[src/rtl/fetch_ctrl_pkg.sv]
// Shared definitions for the fetch controller: state encodings, boot delay default
// and the saturating-increment helper used by the event counters.
package fetch_ctrl_pkg;

  typedef enum logic [1:0] {
    BOOT     = 2'd0,
    RUN      = 2'd1,
    WAIT_MEM = 2'd2,
    HALT     = 2'd3
  } fetch_state_e;

  localparam int unsigned BOOT_CYCLES_DEFAULT = 4;
  localparam int unsigned CNT_W               = 16;

  function automatic logic [CNT_W-1:0] sat_inc(input logic [CNT_W-1:0] v);
    return (v == '1) ? v : v + 1'b1;
  endfunction

endpackage

[src/rtl/fetch_ctrl_if.sv]
// Bundle of hazard/redirect inputs and PC / IF-ID control outputs between the
// pipeline and the fetch controller.
interface fetch_ctrl_if;
  logic        branch_taken;
  logic [31:0] branch_target;
  logic        load_use;
  logic        imem_ready;
  logic        halt;
  logic        resume;

  logic        PCSrc;
  logic        PC_write;
  logic [31:0] PC_Branch;
  logic        IF_ID_write;
  logic        IF_ID_flush;
  logic        ID_EX_flush;
  logic        fetch_valid;
  logic [15:0] stall_cnt;
  logic [15:0] flush_cnt;

  modport master (
    output branch_taken, branch_target, load_use, imem_ready, halt, resume,
    input  PCSrc, PC_write, PC_Branch, IF_ID_write, IF_ID_flush, ID_EX_flush,
           fetch_valid, stall_cnt, flush_cnt
  );

  modport slave (
    input  branch_taken, branch_target, load_use, imem_ready, halt, resume,
    output PCSrc, PC_write, PC_Branch, IF_ID_write, IF_ID_flush, ID_EX_flush,
           fetch_valid, stall_cnt, flush_cnt
  );
endinterface

[src/rtl/fetch_ctrl_sat_counter16.sv]
// 16-bit event counter that sticks at all-ones instead of wrapping.
module sat_counter16
  import fetch_ctrl_pkg::*;
(
  input  logic             clk,
  input  logic             reset,
  input  logic             enable,
  input  logic             clear,
  output logic [CNT_W-1:0] value
);

  always_ff @(posedge clk or negedge reset) begin
    if (!reset) begin
      value <= '0;
    end else if (clear) begin
      value <= '0;
    end else if (enable) begin
      value <= sat_inc(value);
    end
  end

endmodule

[src/rtl/fetch_ctrl.sv]
// Fetch-stage controller: boot hold-off, branch redirect, memory/load-use stalls
// and halt/resume, with a one-entry pending-redirect register.
module fetch_ctrl
  import fetch_ctrl_pkg::*;
#(
  parameter int unsigned BOOT_CYCLES = BOOT_CYCLES_DEFAULT
)
(
  input  logic         clk,
  input  logic         reset,
  fetch_ctrl_if.slave  bus
);

  localparam int unsigned BOOT_W = (BOOT_CYCLES > 1) ? $clog2(BOOT_CYCLES) : 1;

  fetch_state_e      state, state_nxt;
  logic [BOOT_W-1:0] boot_cnt, boot_nxt;
  logic              pend_valid, pend_valid_nxt;
  logic [31:0]       pend_target, pend_target_nxt;
  logic              stall_inc, flush_inc;

  always_comb begin
    bus.PCSrc       = 1'b0;
    bus.PC_write    = 1'b0;
    bus.PC_Branch   = '0;
    bus.IF_ID_write = 1'b0;
    bus.IF_ID_flush = 1'b0;
    bus.ID_EX_flush = 1'b0;
    bus.fetch_valid = 1'b0;
    stall_inc       = 1'b0;
    flush_inc       = 1'b0;
    state_nxt       = state;
    boot_nxt        = boot_cnt;
    pend_valid_nxt  = pend_valid;
    pend_target_nxt = pend_target;

    case (state)
      BOOT: begin
        if (boot_cnt == '0) state_nxt = RUN;
        else                boot_nxt  = boot_cnt - 1'b1;
      end

      RUN: begin
        if (bus.halt) begin
          state_nxt = HALT;
          if (bus.branch_taken) begin
            pend_valid_nxt  = 1'b1;
            pend_target_nxt = bus.branch_target;
          end
        end else if (bus.branch_taken) begin
          bus.IF_ID_flush = 1'b1;
          bus.ID_EX_flush = 1'b1;
          if (bus.imem_ready) begin
            bus.PCSrc     = 1'b1;
            bus.PC_Branch = bus.branch_target;
            bus.PC_write  = 1'b1;
            flush_inc     = 1'b1;
          end else begin
            stall_inc       = 1'b1;
            pend_valid_nxt  = 1'b1;
            pend_target_nxt = bus.branch_target;
            state_nxt       = WAIT_MEM;
          end
        end else if (!bus.imem_ready) begin
          stall_inc = 1'b1;
          state_nxt = WAIT_MEM;
        end else if (bus.load_use) begin
          bus.ID_EX_flush = 1'b1;
          bus.fetch_valid = 1'b1;
          stall_inc       = 1'b1;
        end else begin
          bus.PC_write    = 1'b1;
          bus.IF_ID_write = 1'b1;
          bus.fetch_valid = 1'b1;
        end
      end

      WAIT_MEM: begin
        if (!bus.imem_ready) begin
          stall_inc = 1'b1;
          if (bus.branch_taken) begin
            bus.IF_ID_flush = 1'b1;
            bus.ID_EX_flush = 1'b1;
            pend_valid_nxt  = 1'b1;
            pend_target_nxt = bus.branch_target;
          end
        end else if (bus.branch_taken || pend_valid) begin
          // A branch resolving in the very cycle memory returns is newer than the pending one.
          bus.PCSrc       = 1'b1;
          bus.PC_Branch   = bus.branch_taken ? bus.branch_target : pend_target;
          bus.PC_write    = 1'b1;
          bus.IF_ID_flush = 1'b1;
          bus.ID_EX_flush = bus.branch_taken;
          flush_inc       = 1'b1;
          pend_valid_nxt  = 1'b0;
          pend_target_nxt = '0;
          state_nxt       = RUN;
        end else begin
          bus.PC_write    = 1'b1;
          bus.IF_ID_write = 1'b1;
          bus.fetch_valid = 1'b1;
          state_nxt       = RUN;
        end
      end

      HALT: begin
        if (bus.branch_taken) begin
          pend_valid_nxt  = 1'b1;
          pend_target_nxt = bus.branch_target;
        end
        if (bus.resume && !bus.halt) begin
          state_nxt = (pend_valid || bus.branch_taken) ? WAIT_MEM : RUN;
        end
      end

      default: state_nxt = BOOT;
    endcase
  end

  always_ff @(posedge clk or negedge reset) begin
    if (!reset) begin
      state       <= BOOT;
      boot_cnt    <= BOOT_W'(BOOT_CYCLES - 1);
      pend_valid  <= 1'b0;
      pend_target <= '0;
    end else begin
      state       <= state_nxt;
      boot_cnt    <= boot_nxt;
      pend_valid  <= pend_valid_nxt;
      pend_target <= pend_target_nxt;
    end
  end

  sat_counter16 u_stall_cnt (
    .clk    (clk),
    .reset  (reset),
    .enable (stall_inc),
    .clear  (state == BOOT),
    .value  (bus.stall_cnt)
  );

  sat_counter16 u_flush_cnt (
    .clk    (clk),
    .reset  (reset),
    .enable (flush_inc),
    .clear  (state == BOOT),
    .value  (bus.flush_cnt)
  );

endmodule

[src/flat_wrapper.sv]
// flat-port wrapper written by rule: the top's interface ports become plain ports
module fetch_ctrl_flat import fetch_ctrl_pkg::*;
#(
  parameter int unsigned BOOT_CYCLES = BOOT_CYCLES_DEFAULT
)
  (clk, reset, bus_branch_taken, bus_branch_target, bus_load_use, bus_imem_ready, bus_halt, bus_resume, bus_PCSrc, bus_PC_write, bus_PC_Branch, bus_IF_ID_write, bus_IF_ID_flush, bus_ID_EX_flush, bus_fetch_valid, bus_stall_cnt, bus_flush_cnt);
  fetch_ctrl_if bus_i ();
  input  logic clk;
  input  logic reset;
  input wire logic [$bits(bus_i.branch_taken)-1:0] bus_branch_taken;
  input wire logic [$bits(bus_i.branch_target)-1:0] bus_branch_target;
  input wire logic [$bits(bus_i.load_use)-1:0] bus_load_use;
  input wire logic [$bits(bus_i.imem_ready)-1:0] bus_imem_ready;
  input wire logic [$bits(bus_i.halt)-1:0] bus_halt;
  input wire logic [$bits(bus_i.resume)-1:0] bus_resume;
  output wire logic [$bits(bus_i.PCSrc)-1:0] bus_PCSrc;
  output wire logic [$bits(bus_i.PC_write)-1:0] bus_PC_write;
  output wire logic [$bits(bus_i.PC_Branch)-1:0] bus_PC_Branch;
  output wire logic [$bits(bus_i.IF_ID_write)-1:0] bus_IF_ID_write;
  output wire logic [$bits(bus_i.IF_ID_flush)-1:0] bus_IF_ID_flush;
  output wire logic [$bits(bus_i.ID_EX_flush)-1:0] bus_ID_EX_flush;
  output wire logic [$bits(bus_i.fetch_valid)-1:0] bus_fetch_valid;
  output wire logic [$bits(bus_i.stall_cnt)-1:0] bus_stall_cnt;
  output wire logic [$bits(bus_i.flush_cnt)-1:0] bus_flush_cnt;
  assign bus_i.branch_taken = bus_branch_taken;
  assign bus_i.branch_target = bus_branch_target;
  assign bus_i.load_use = bus_load_use;
  assign bus_i.imem_ready = bus_imem_ready;
  assign bus_i.halt = bus_halt;
  assign bus_i.resume = bus_resume;
  assign bus_PCSrc = bus_i.PCSrc;
  assign bus_PC_write = bus_i.PC_write;
  assign bus_PC_Branch = bus_i.PC_Branch;
  assign bus_IF_ID_write = bus_i.IF_ID_write;
  assign bus_IF_ID_flush = bus_i.IF_ID_flush;
  assign bus_ID_EX_flush = bus_i.ID_EX_flush;
  assign bus_fetch_valid = bus_i.fetch_valid;
  assign bus_stall_cnt = bus_i.stall_cnt;
  assign bus_flush_cnt = bus_i.flush_cnt;
  fetch_ctrl #(.BOOT_CYCLES(BOOT_CYCLES)) u_core (.clk(clk), .reset(reset), .bus(bus_i));
endmodule
[config.mk]
export PLATFORM = sky130hd
export DESIGN_NAME = fetch_ctrl_flat
export DESIGN_NICKNAME = d
export VERILOG_FILES = /design/src/rtl/fetch_ctrl_pkg.sv /design/src/rtl/fetch_ctrl_if.sv /design/src/rtl/fetch_ctrl_sat_counter16.sv /design/src/rtl/fetch_ctrl.sv /design/src/flat_wrapper.sv
export SDC_FILE = /design/constraint.sdc
export NUM_CORES = 1
export LEC_CHECK = 0
export BUFFER_PORTS_ARGS = -buffer_cell sky130_fd_sc_hd__clkbuf_2
export CELL_PAD_IN_SITES_DETAIL_PLACEMENT = 1
export CELL_PAD_IN_SITES_GLOBAL_PLACEMENT = 1
export CORE_UTILIZATION = 35
export DETAILED_ROUTE_END_ITERATION = 6
export PLACE_DENSITY = 0.84
export SYNTH_ARGS = -nofsm -noshare
export SYNTH_HDL_FRONTEND = slang
export SYNTH_SLANG_ARGS = --single-unit
[constraint.sdc]
create_clock -name clk -period 2.3 [get_ports clk]
set_clock_uncertainty 0.2 [all_clocks]
set_input_delay 0.46 -clock clk [delete_from_list [all_inputs] [get_ports clk]]
set_output_delay 0.46 -clock clk [all_outputs]
set_load 0.05 [all_outputs]
==> results of run 1 <==
what timing repair did:
item / CTS / global route
endpoints found under the setup margin: 47 / 71
endpoints found under the hold margin: 67 / 0
hold buffers: 1 / 0
setup buffers: 10 / 8
gates resized for setup: 90 / 89
gates cloned: 1 / 4
pin swaps: 8 / 52
cell usage after synthesis (3+ instances only):
| library cell | n |
|---|---|
| or4_1 | 4 |
| buf_2 | 6 |
| a21boi_0 | 4 |
| ha_1 | 7 |
| o22ai_1 | 31 |
| o21ai_0 | 17 |
| nand3_1 | 15 |
| and3_1 | 7 |
| or3_1 | 7 |
| nor2_1 | 62 |
| clkbuf_1 | 22 |
| inv_1 | 10 |
| xnor2_1 | 7 |
| nand3b_1 | 3 |
| dfrtp_1 | 67 |
| and4_1 | 3 |
| xor2_1 | 7 |
| o31ai_1 | 6 |
| nand2b_1 | 5 |
| mux2_2 | 3 |
| a22o_1 | 31 |
| nand4_1 | 5 |
| a21oi_1 | 19 |
| nor3_1 | 4 |
| nand2_1 | 22 |
| nor2b_1 | 4 |
| nor4_1 | 4 |
metal layers:
| metal | GRT usage | part of all wire |
|---|---|---|
| met5 | 0 | 0 |
| met4 | 0.108 | 0.026 |
| met3 | 0.0515 | 0.045 |
| met2 | 0.445 | 0.54 |
| met1 | 0.285 | 0.38 |
how the worst max path moves through the flow:
stage and end:
2_1_floorplan bus_IF_ID_write, 3_5_place_dp u_core.u_stall_cnt.value[15]$_DFFE_PN0P_, 3_3_place_gp u_core.u_stall_cnt.value[15]$_DFFE_PN0P_, 6_report bus_PC_Branch[0], 5_1_grt bus_PC_Branch[0], 4_1_cts bus_PC_Branch[10]
sequential cells by signal, summed over array words and instances, names as in the netlist:
name and flops:
u_core.state 2, u_core.u_stall_cnt.value 16, u_core.pend_valid 1, u_core.u_flush_cnt.value 16
u_core.boot_cnt 2, u_core.pend_target 32
power groups by stage:
stage | logic, mW | registers (mW) | clock network (mW)
global placement | 2.78 | 1.78 | 0
floorplan | 1.94 | 1.86 | 0
detailed placement | 2.89 | 1.81 | 0
finish | 3.69 | 1.89 | 1.05
CTS | 3.22 | 1.79 | 1.05
global route | 3.88 | 1.92 | 1.12
logic make-up after synthesis:
logic type,Yosys count,share of synthesized area
adders and majority gates,7,0.0229
DFF,69,0.452
buffers and inverters,40,0.0432
xor gates and xnor gates,14,0.0321
muxes,4,0.0115
AOI/OAI and AO/OA,125,0.233
and+or+nand+nor,155,0.205
metrics by stage:
stage / instance area, sq um / setup TNS (ps) / hold WS, ps / instances
floorplan: 4290 / -1140 / -35.6 / 414
global placement: 5250 / -85.8 / 270 / 667
detailed placement: 5250 / -1870 / 291 / 667
CTS: 5940 / -9630 / 129 / 694
global route: 6400 / -15900 / 147 / 705
finish: 6400 / -10950 / 150 / 705
layout make-up:
type | count | share of cell area
clock inverter | 7 | 0.0115
timing repair buffer | 168 | 0.251
inverter | 10 | 0.00665
clock buffer | 9 | 0.0194
tap | 136 | 0.0266
sequential | 69 | 0.272
multi-input combinational | 306 | 0.413
==> flow_summary.ini, run 1 <==
[grt]
grt_pass1_wl_um = 22100
grt-ovfl-total = 0
grt_antenna_before_repair = 0
grt_max_degree = 70
grt_pass1_vias = 4284
grt_usage = 0.248

[cts]
htree_levels = 3
clockBufferDepth = 2
clk_pin_slew_ps = 90
cts_buffers = 9
cts-root-buf = clkbuf_8
cts_tree = yes
clock_latency_ps = 360
cts_sinks = 69

[cells_and_area]
utilization = 0.612
drive_gt1_frac = 0.531
multi_input_area_sq_um = 2640
seq_area_sq_um = 1740
diodes = 0
layout.nets = 610
syn2layout_area_growth_pct = 67.4
final_common_cell = clkbuf_2
fillers = 1106
mostFrequentLayoutCells = clkbuf_2, dfrtp_1, buf_4

[job]
maxCapViolations = 0

[run_status]
run_status = complete, but fails checks
violations = negative setup slack

[critical_path]
r2r_start = u_core.state[0]$_DFFE_PN0P_
ff2ff_path_depth = 9
slowest_delay_ps = 430
cp.depth = 7
rrSetupSlack_ps = -200
cp-end-kind = output port
crit_chain = buf_6 > ha_4 > nand3b_1 > a21o_4 > buf_12 > nor2_4 > buf_8
cp_slowest_cell = dfrtp_2
startpoint_type = register
path_class = register to output port
rr_endpoint = u_core.u_stall_cnt.value[12]$_DFFE_PN0P_
cp.buffers_inverters = 3
required_ps = 1640
crit_family = buffers and inverters
path_max_fanout = 8
arrival_ps = 1970
cp-startpoint = u_core.state[0]$_DFFE_PN0P_

[logic_synthesis]
synthCells = 414
synth_top_cell_by_area = dfrtp_1
synthArstFlopShare = 1.00
synth_top_cell_area_share = 0.438
seq_area_frac_synth = 0.452
synth_nets = 460
syn_area_per_cell_sq_um = 9.24
ys_warn_count = 0
netlist_area_sq_um = 3820
synth_ff_type = dfrtp_1
synth_edf_count = 0
synth.distinct_cells = 53
synth_area_leaders = dfrtp_1, a22o_1, nor2_1
ys_seq_elements = 69

[worst_hold_path]
hold_end = u_core.pend_target[23]$_DFFE_PN0P_
hold_path.class = input port to register
min_from = bus_branch_target[23]
hold_path_depth = 2

[drt]
first_iter_violations = 154
vias_per_cell = 5.80
drc = 0
firstDrtPassIters = 4
routedWlPerCell_um = 22.2
dr_total_vias = 4091
totalWireLength_um = 15600
ant_nets = 0

[sta]
slew_headroom = 0.613
fin_crit_ps = 2630
worstMarginPinSlew_ps = 578
finalHoldViolations = 0
post-route-period-util = 1.15
fmax_ghz = 0.380
grt_setup_unrepaired = yes
slew_violations = 0
setup_slack_ps = -335
setup_violations = 50

[place]
dp_hpwl_um = 8630
place_ws_ps = -122
io_buffers = 108
place_congestion = 0.838

[power]
ir_worst_vdd_mv = 0.546
power_frac_clock = 0.158
leakagePower_nw = 2.73
pwr-share-comb = 0.557
switchingPower_mw = 2.93
total_power_mw = 6.63
p_int_mw = 3.70
p_sw_frac = 0.442
power.density_nw_per_um2 = 1040
seqPwrFrac = 0.285

[floorplan]
rows = 37
die_area_sq_um = 11300
die_x_um = 107
initial_core_util = 0.365
die_h_um = 107
ios = 109
fp.coreArea_sq_um = 10500
Note: power is estimated with default switching activity, not from simulation.
==> run 2: changes to the inputs <==
--- a/config.mk
+++ b/config.mk
@@ -11,6 +11,7 @@
 export CORE_UTILIZATION = 35
 export DETAILED_ROUTE_END_ITERATION = 6
 export PLACE_DENSITY = 0.84
+export REMOVE_ABC_BUFFERS = 1
 export SYNTH_ARGS = -nofsm -noshare
 export SYNTH_HDL_FRONTEND = slang
 export SYNTH_SLANG_ARGS = --single-unit
==> run 2 against run 1 <==
The run still ends with negative setup slack left. Register-to-register slack got worse by 170 ps. Non-clock buffer count grew 16. Critical path depth rose by 1. First-iteration DRC count grew 77%. Worst hold slack worse by 14 ps. Via count rose by 8.7%. Wire length rose by 24%. Flip-flop and latch count unchanged. Final cell count increased by 2.3%. Sequential share of layout area shrank 0.26 points. Utilization is 0.33 points higher. Fmax is 5.1% lower.
==> flow_summary.ini, run 2 (synthesized netlist as in run 1, its figures left out) <==
[power]
seqPwrFrac = 0.269
power_frac_clock = 0.157
leakagePower_nw = 2.80
switchingPower_mw = 3.13
total_power_mw = 6.98
pwr-share-comb = 0.573
ir_worst_vdd_mv = 0.610
p_sw_frac = 0.449
p_int_mw = 3.84
power.density_nw_per_um2 = 1080

[sta]
worstMarginPinSlew_ps = 791
slew_headroom = 0.470
setup_violations = 80
grt_setup_unrepaired = yes
finalHoldViolations = 0
slew_violations = 0
setup_slack_ps = -475
fin_setup_tns_ps = -19820
fmax_ghz = 0.360
fin_crit_ps = 2780
post-route-period-util = 1.21

[drt]
ant_nets = 0
vias_per_cell = 6.17
dr_total_vias = 4447
routedWlPerCell_um = 26.9
drc = 0
totalWireLength_um = 19400
first_iter_violations = 273
firstDrtPassIters = 5

[floorplan]
die_x_um = 107
die_area_sq_um = 11300
fp.coreArea_sq_um = 10500
initial_core_util = 0.365
rows = 37
die_h_um = 107
ios = 109

[cells_and_area]
mostFrequentLayoutCells = clkbuf_2, dfrtp_1, buf_4
diodes = 0
largest_reg_flops = 32
drive_gt1_frac = 0.515
regMostFlops = u_core.pend_target
final_cells = 721
final_common_cell = clkbuf_2
top_regs = u_core.pend_target (32), u_core.u_flush_cnt.value (16), u_core.u_stall_cnt.value (16)
fillers = 1153
layout.nets = 626
utilization = 0.615
syn2layout_area_growth_pct = 68.3

[worst_hold_path]
hold_path_depth = 2
hold_path.class = input port to register

[grt]
grt_pass1_vias = 4697
grt_usage = 0.296
grt_max_degree = 70
grt_pass1_wl_um = 25900
grt_antenna_before_repair = 1
grt-ovfl-total = 0

[place]
place_congestion = 0.807
dp_hpwl_um = 8990
place_inst = 681
io_buffers = 108
place_ws_ps = -139

[cts]
clock_latency_ps = 360
clk_pin_slew_ps = 90
cts_tree = yes
clockBufferDepth = 2
cts_sinks = 69
cts-root-buf = clkbuf_8
cts_buffers = 9
htree_levels = 3

[job]
maxCapViolations = 0

[critical_path]
cp-end-kind = output port
required_ps = 1640
path_max_fanout = 8
startpoint_type = register
ff2ff_path_depth = 8
cp_slowest_cell = dfrtp_1
crit_chain = inv_2 > ha_4 > buf_6 > nand3b_1 > a21o_4 > clkbuf_16 > nor2_4 > buf_8
slowest_delay_ps = 430
path_class = register to output port
arrival_ps = 2120

[run_status]
violations = negative setup slack
run_status = complete, but fails checks
==> run 2: changes by cell type in the layout (fill, tap and decap cells not counted), moves of 3 or more <==
cell      delta
o22ai_2     -17
a21oi_2      +3
o22ai_1     +21
dfrtp_1      +6
buf_4        +9
a21oi_1      -4
buf_6        +8
a21boi_4     -3
dfrtp_2      -6
o22ai_4      -4
o31ai_4      +3
==> run 2: routing by layer <==
| layer | GRT usage | share of wire |
|---|---|---|
| met3 | 0.0497 | 0.061 |
| met5 | 0 | 0.00046 |
| met4 | 0.148 | 0.056 |
| met2 | 0.517 | 0.51 |
| met1 | 0.349 | 0.38 |
==> run 2: layout make-up <==
class	instances	area [sq um]	area share
multi-input combinational	306	2530	0.394
timing repair buffer	184	1750	0.272
sequential	69	1730	0.269
tap	136	170	0.0264
clock buffer	11	151	0.0235
clock inverter	5	58.8	0.00914
inverter	10	40.0	0.00622
==> run 2: timing repair <==
action | in CTS | in global routing
pin swaps | 35 | 39
hold buffers | 1 | 0
gates cloned | 3 | 1
endpoints found under the setup margin | 87 | 103
endpoints found under the hold margin | 67 | 0
gates resized for setup | 155 | 103
buffers inserted | 9 | 12
==> run 2: power groups by stage <==
stage	logic, mW	clock network [mW]	registers [mW]
after floorplan	1.46	0	1.84
after global placement	2.61	0	1.77
after detailed placement	2.74	0	1.79
after CTS	3.35	1.08	1.79
after global routing	4.14	1.16	1.90
final	4.00	1.10	1.88
==> run 2: final timing paths <==
| path | start | end | slack [ps] |
|---|---|---|---|
| hold / removal | bus_branch_target[2] | u_core.pend_target[2]$_DFFE_PN0P_ | 140 |
| setup reg to reg | u_core.state[1]$_DFFE_PN0P_ | u_core.u_stall_cnt.value[13]$_DFFE_PN0P_ | -370 |
| min in group asynchronous | reset | u_core.u_flush_cnt.value[10]$_DFFE_PN0P_ | 430 |
| setup / recovery | u_core.state[1]$_DFFE_PN0P_ | bus_PC_Branch[23] | -480 |
| max in group asynchronous | reset | u_core.boot_cnt[1]$_DFFE_PN1P_ | 1110 |
| hold reg to reg | u_core.pend_target[24]$_DFFE_PN0P_ | u_core.pend_target[24]$_DFFE_PN0P_ | 320 |
==> run 2: worst max-delay path, delay by kind of cell (launching register included) <==
kind	cells	cell delay, ps
flip-flops	1	430
AO/OA/AOI/OAI	1	310
AND/OR/NAND/NOR	2	250
buffers and inverters	4	600
adder cells (fa/ha/maj)	1	160
==> run 2: metrics by stage <==
step	area, sq um	hold slack [ps]
6_report	6430	136
5_1_grt	6430	125
4_1_cts	5980	133
3_5_place_dp	5000	291
3_3_place_gp	5000	270
2_1_floorplan	3700	-35.6
==> run 3: changes to the inputs <==
--- a/config.mk
+++ b/config.mk
@@ -12,6 +12,7 @@
 export DETAILED_ROUTE_END_ITERATION = 6
 export PLACE_DENSITY = 0.84
 export REMOVE_ABC_BUFFERS = 1
+export SKIP_LAST_GASP = 1
 export SYNTH_ARGS = -nofsm -noshare
 export SYNTH_HDL_FRONTEND = slang
 export SYNTH_SLANG_ARGS = --single-unit
==> run 3 against run 2 <==
The flow still finishes with violations (negative setup slack). Critical endpoint unchanged. Combinational power decreased by 5.5%. Sequential power about the same. Register-to-register slack improved by 20 ps. Power fell by 3.4%. Worst setup slack got worse by 13 ps. First-iteration DRC count rose by 9.5%. Clock power hardly changed. Critical path depth stayed put.
==> flow_summary.ini, run 3 (synthesized netlist as in run 1, its figures left out) <==
[run_status]
run_status = complete, but fails checks
violations = negative setup slack

[job]
maxCapViolations = 0

[sta]
slew_violations = 0
fmax_ghz = 0.359
fin_crit_ps = 2790
grt_setup_unrepaired = yes
post-route-period-util = 1.21
slew_headroom = 0.440
setup_slack_ps = -488
setup_violations = 100
worstMarginPinSlew_ps = 836
finalHoldViolations = 0

[cells_and_area]
top_regs = u_core.pend_target (32), u_core.u_flush_cnt.value (16), u_core.u_stall_cnt.value (16)
mostFrequentLayoutCells = clkbuf_2, dfrtp_1, buf_4
fillers = 1141
final_cells = 714
layout.nets = 619
final_common_cell = clkbuf_2
diodes = 0
drive_gt1_frac = 0.493
regMostFlops = u_core.pend_target
syn2layout_area_growth_pct = 64.6
multi_input_area_sq_um = 2480
largest_reg_flops = 32
seq_area_sq_um = 1730

[cts]
htree_levels = 3
cts_buffers = 9
clk_pin_slew_ps = 90
clockBufferDepth = 2
cts-root-buf = clkbuf_8
cts_tree = yes
clock_latency_ps = 380
cts_sinks = 69

[grt]
grt_usage = 0.293
grt_pass1_vias = 4599
grt-ovfl-total = 0
grt_pass1_wl_um = 25400
grt_max_degree = 70
grt_antenna_before_repair = 0

[drt]
vias_per_cell = 6.08
dr_total_vias = 4342
drc = 0
totalWireLength_um = 18200
firstDrtPassIters = 7
ant_nets = 0
first_iter_violations = 299
routedWlPerCell_um = 25.4

[floorplan]
die_area_sq_um = 11300
die_x_um = 107
die_h_um = 107
rows = 37
initial_core_util = 0.365
ios = 109
fp.coreArea_sq_um = 10500

[critical_path]
cp-end-kind = output port
path_class = register to output port
startpoint_type = register
required_ps = 1640
path_max_fanout = 8
arrival_ps = 2130

[place]
place_ws_ps = -139
dp_hpwl_um = 8990
place_congestion = 0.807
place_inst = 681
io_buffers = 108

[power]
leakagePower_nw = 2.76
power.density_nw_per_um2 = 1070
ir_worst_vdd_mv = 0.497

[worst_hold_path]
hold_path.class = input port to register
-- run 3: changes by cell type in the layout (fill, tap and decap cells not counted), sizes merged --
cell / before / now
buf: 112 / 105
-- run 3: area by class of cell --
class	instances	share of cell area
Clock buffer	11	0.0241
Sequential cell	69	0.275
Tap cell	136	0.0270
Clock inverter	5	0.00934
Inverter	10	0.00636
Timing Repair Buffer	177	0.264
Multi-Input combinational cell	306	0.394
-- run 3: path summary, 6_finish.rpt --
| check | from | end | slack, ps | cells past startpoint |
|---|---|---|---|---|
| max | u_core.state[1]$_DFFE_PN0P_ | bus_PC_Branch[23] | -490 | 8 |
| min | bus_branch_target[2] | u_core.pend_target[2]$_DFFE_PN0P_ | 120 | 2 |
| max reg2reg | u_core.state[1]$_DFFE_PN0P_ | u_core.u_stall_cnt.value[7]$_DFFE_PN0P_ | -350 | 10 |
| min reg2reg | u_core.pend_target[1]$_DFFE_PN0P_ | u_core.pend_target[1]$_DFFE_PN0P_ | 320 | 1 |
| max in group asynchronous | reset | u_core.boot_cnt[1]$_DFFE_PN1P_ | 1120 | 3 |
| min in group asynchronous | reset | u_core.u_flush_cnt.value[10]$_DFFE_PN0P_ | 410 | 3 |
-- run 3: repair_timing --
item	4_1_cts	5_1_grt
setup buffers	9	5
hold buffers	1	0
gates cloned	3	1
pin swaps	30	48
hold endpoints to repair	67	0
gates resized for setup	141	99
setup endpoints to repair	87	100
-- run 3: per-layer routing --
metal,wire [um],share of wire,up-vias,GRT usage
li1,-,-,1839,-
met1,7020,0.39,2211,0.366
met2,9460,0.52,225,0.481
met3,918,0.051,67,0.0472
met4,746,0.041,0,0.163
met5,0,0,-,0
-- run 3: through the flow --
| step | instance area (sq um) | power [mW] | utilization | TNS (ps) | hold WS, ps |
|---|---|---|---|---|---|
| after floorplan | 3700 | 3.29 | - | -63160 | -35.6 |
| after global placement | 5000 | 4.38 | 0.478 | -1080 | 270 |
| after detailed placement | 5000 | 4.53 | 0.478 | -3280 | 291 |
| after CTS | 5910 | 6.18 | 0.565 | -12740 | 133 |
| after global routing | 6290 | 6.95 | 0.602 | -29340 | 128 |
| final | 6290 | 6.74 | 0.602 | -26110 | 123 |
-- run 3: critical path, cell delays in order (launching register included) --
cell	delay, ps
dfrtp_1	420
inv_2	140
ha_4	160
buf_6	90
nand3b_1	120
a21o_4	300
clkbuf_16	210
nor2_4	130
buf_8	160
-- run 3: where the power goes --
| part | leakage (nW) | total (mW) | switching [mW] | internal [mW] |
|---|---|---|---|---|
| logic | 1.77 | 3.78 | 2.14 | 1.63 |
| registers | 0.886 | 1.85 | 0.296 | 1.56 |
| clock network | 0.102 | 1.11 | 0.547 | 0.560 |
| total | 2.76 | 6.74 | 2.99 | 3.75 |
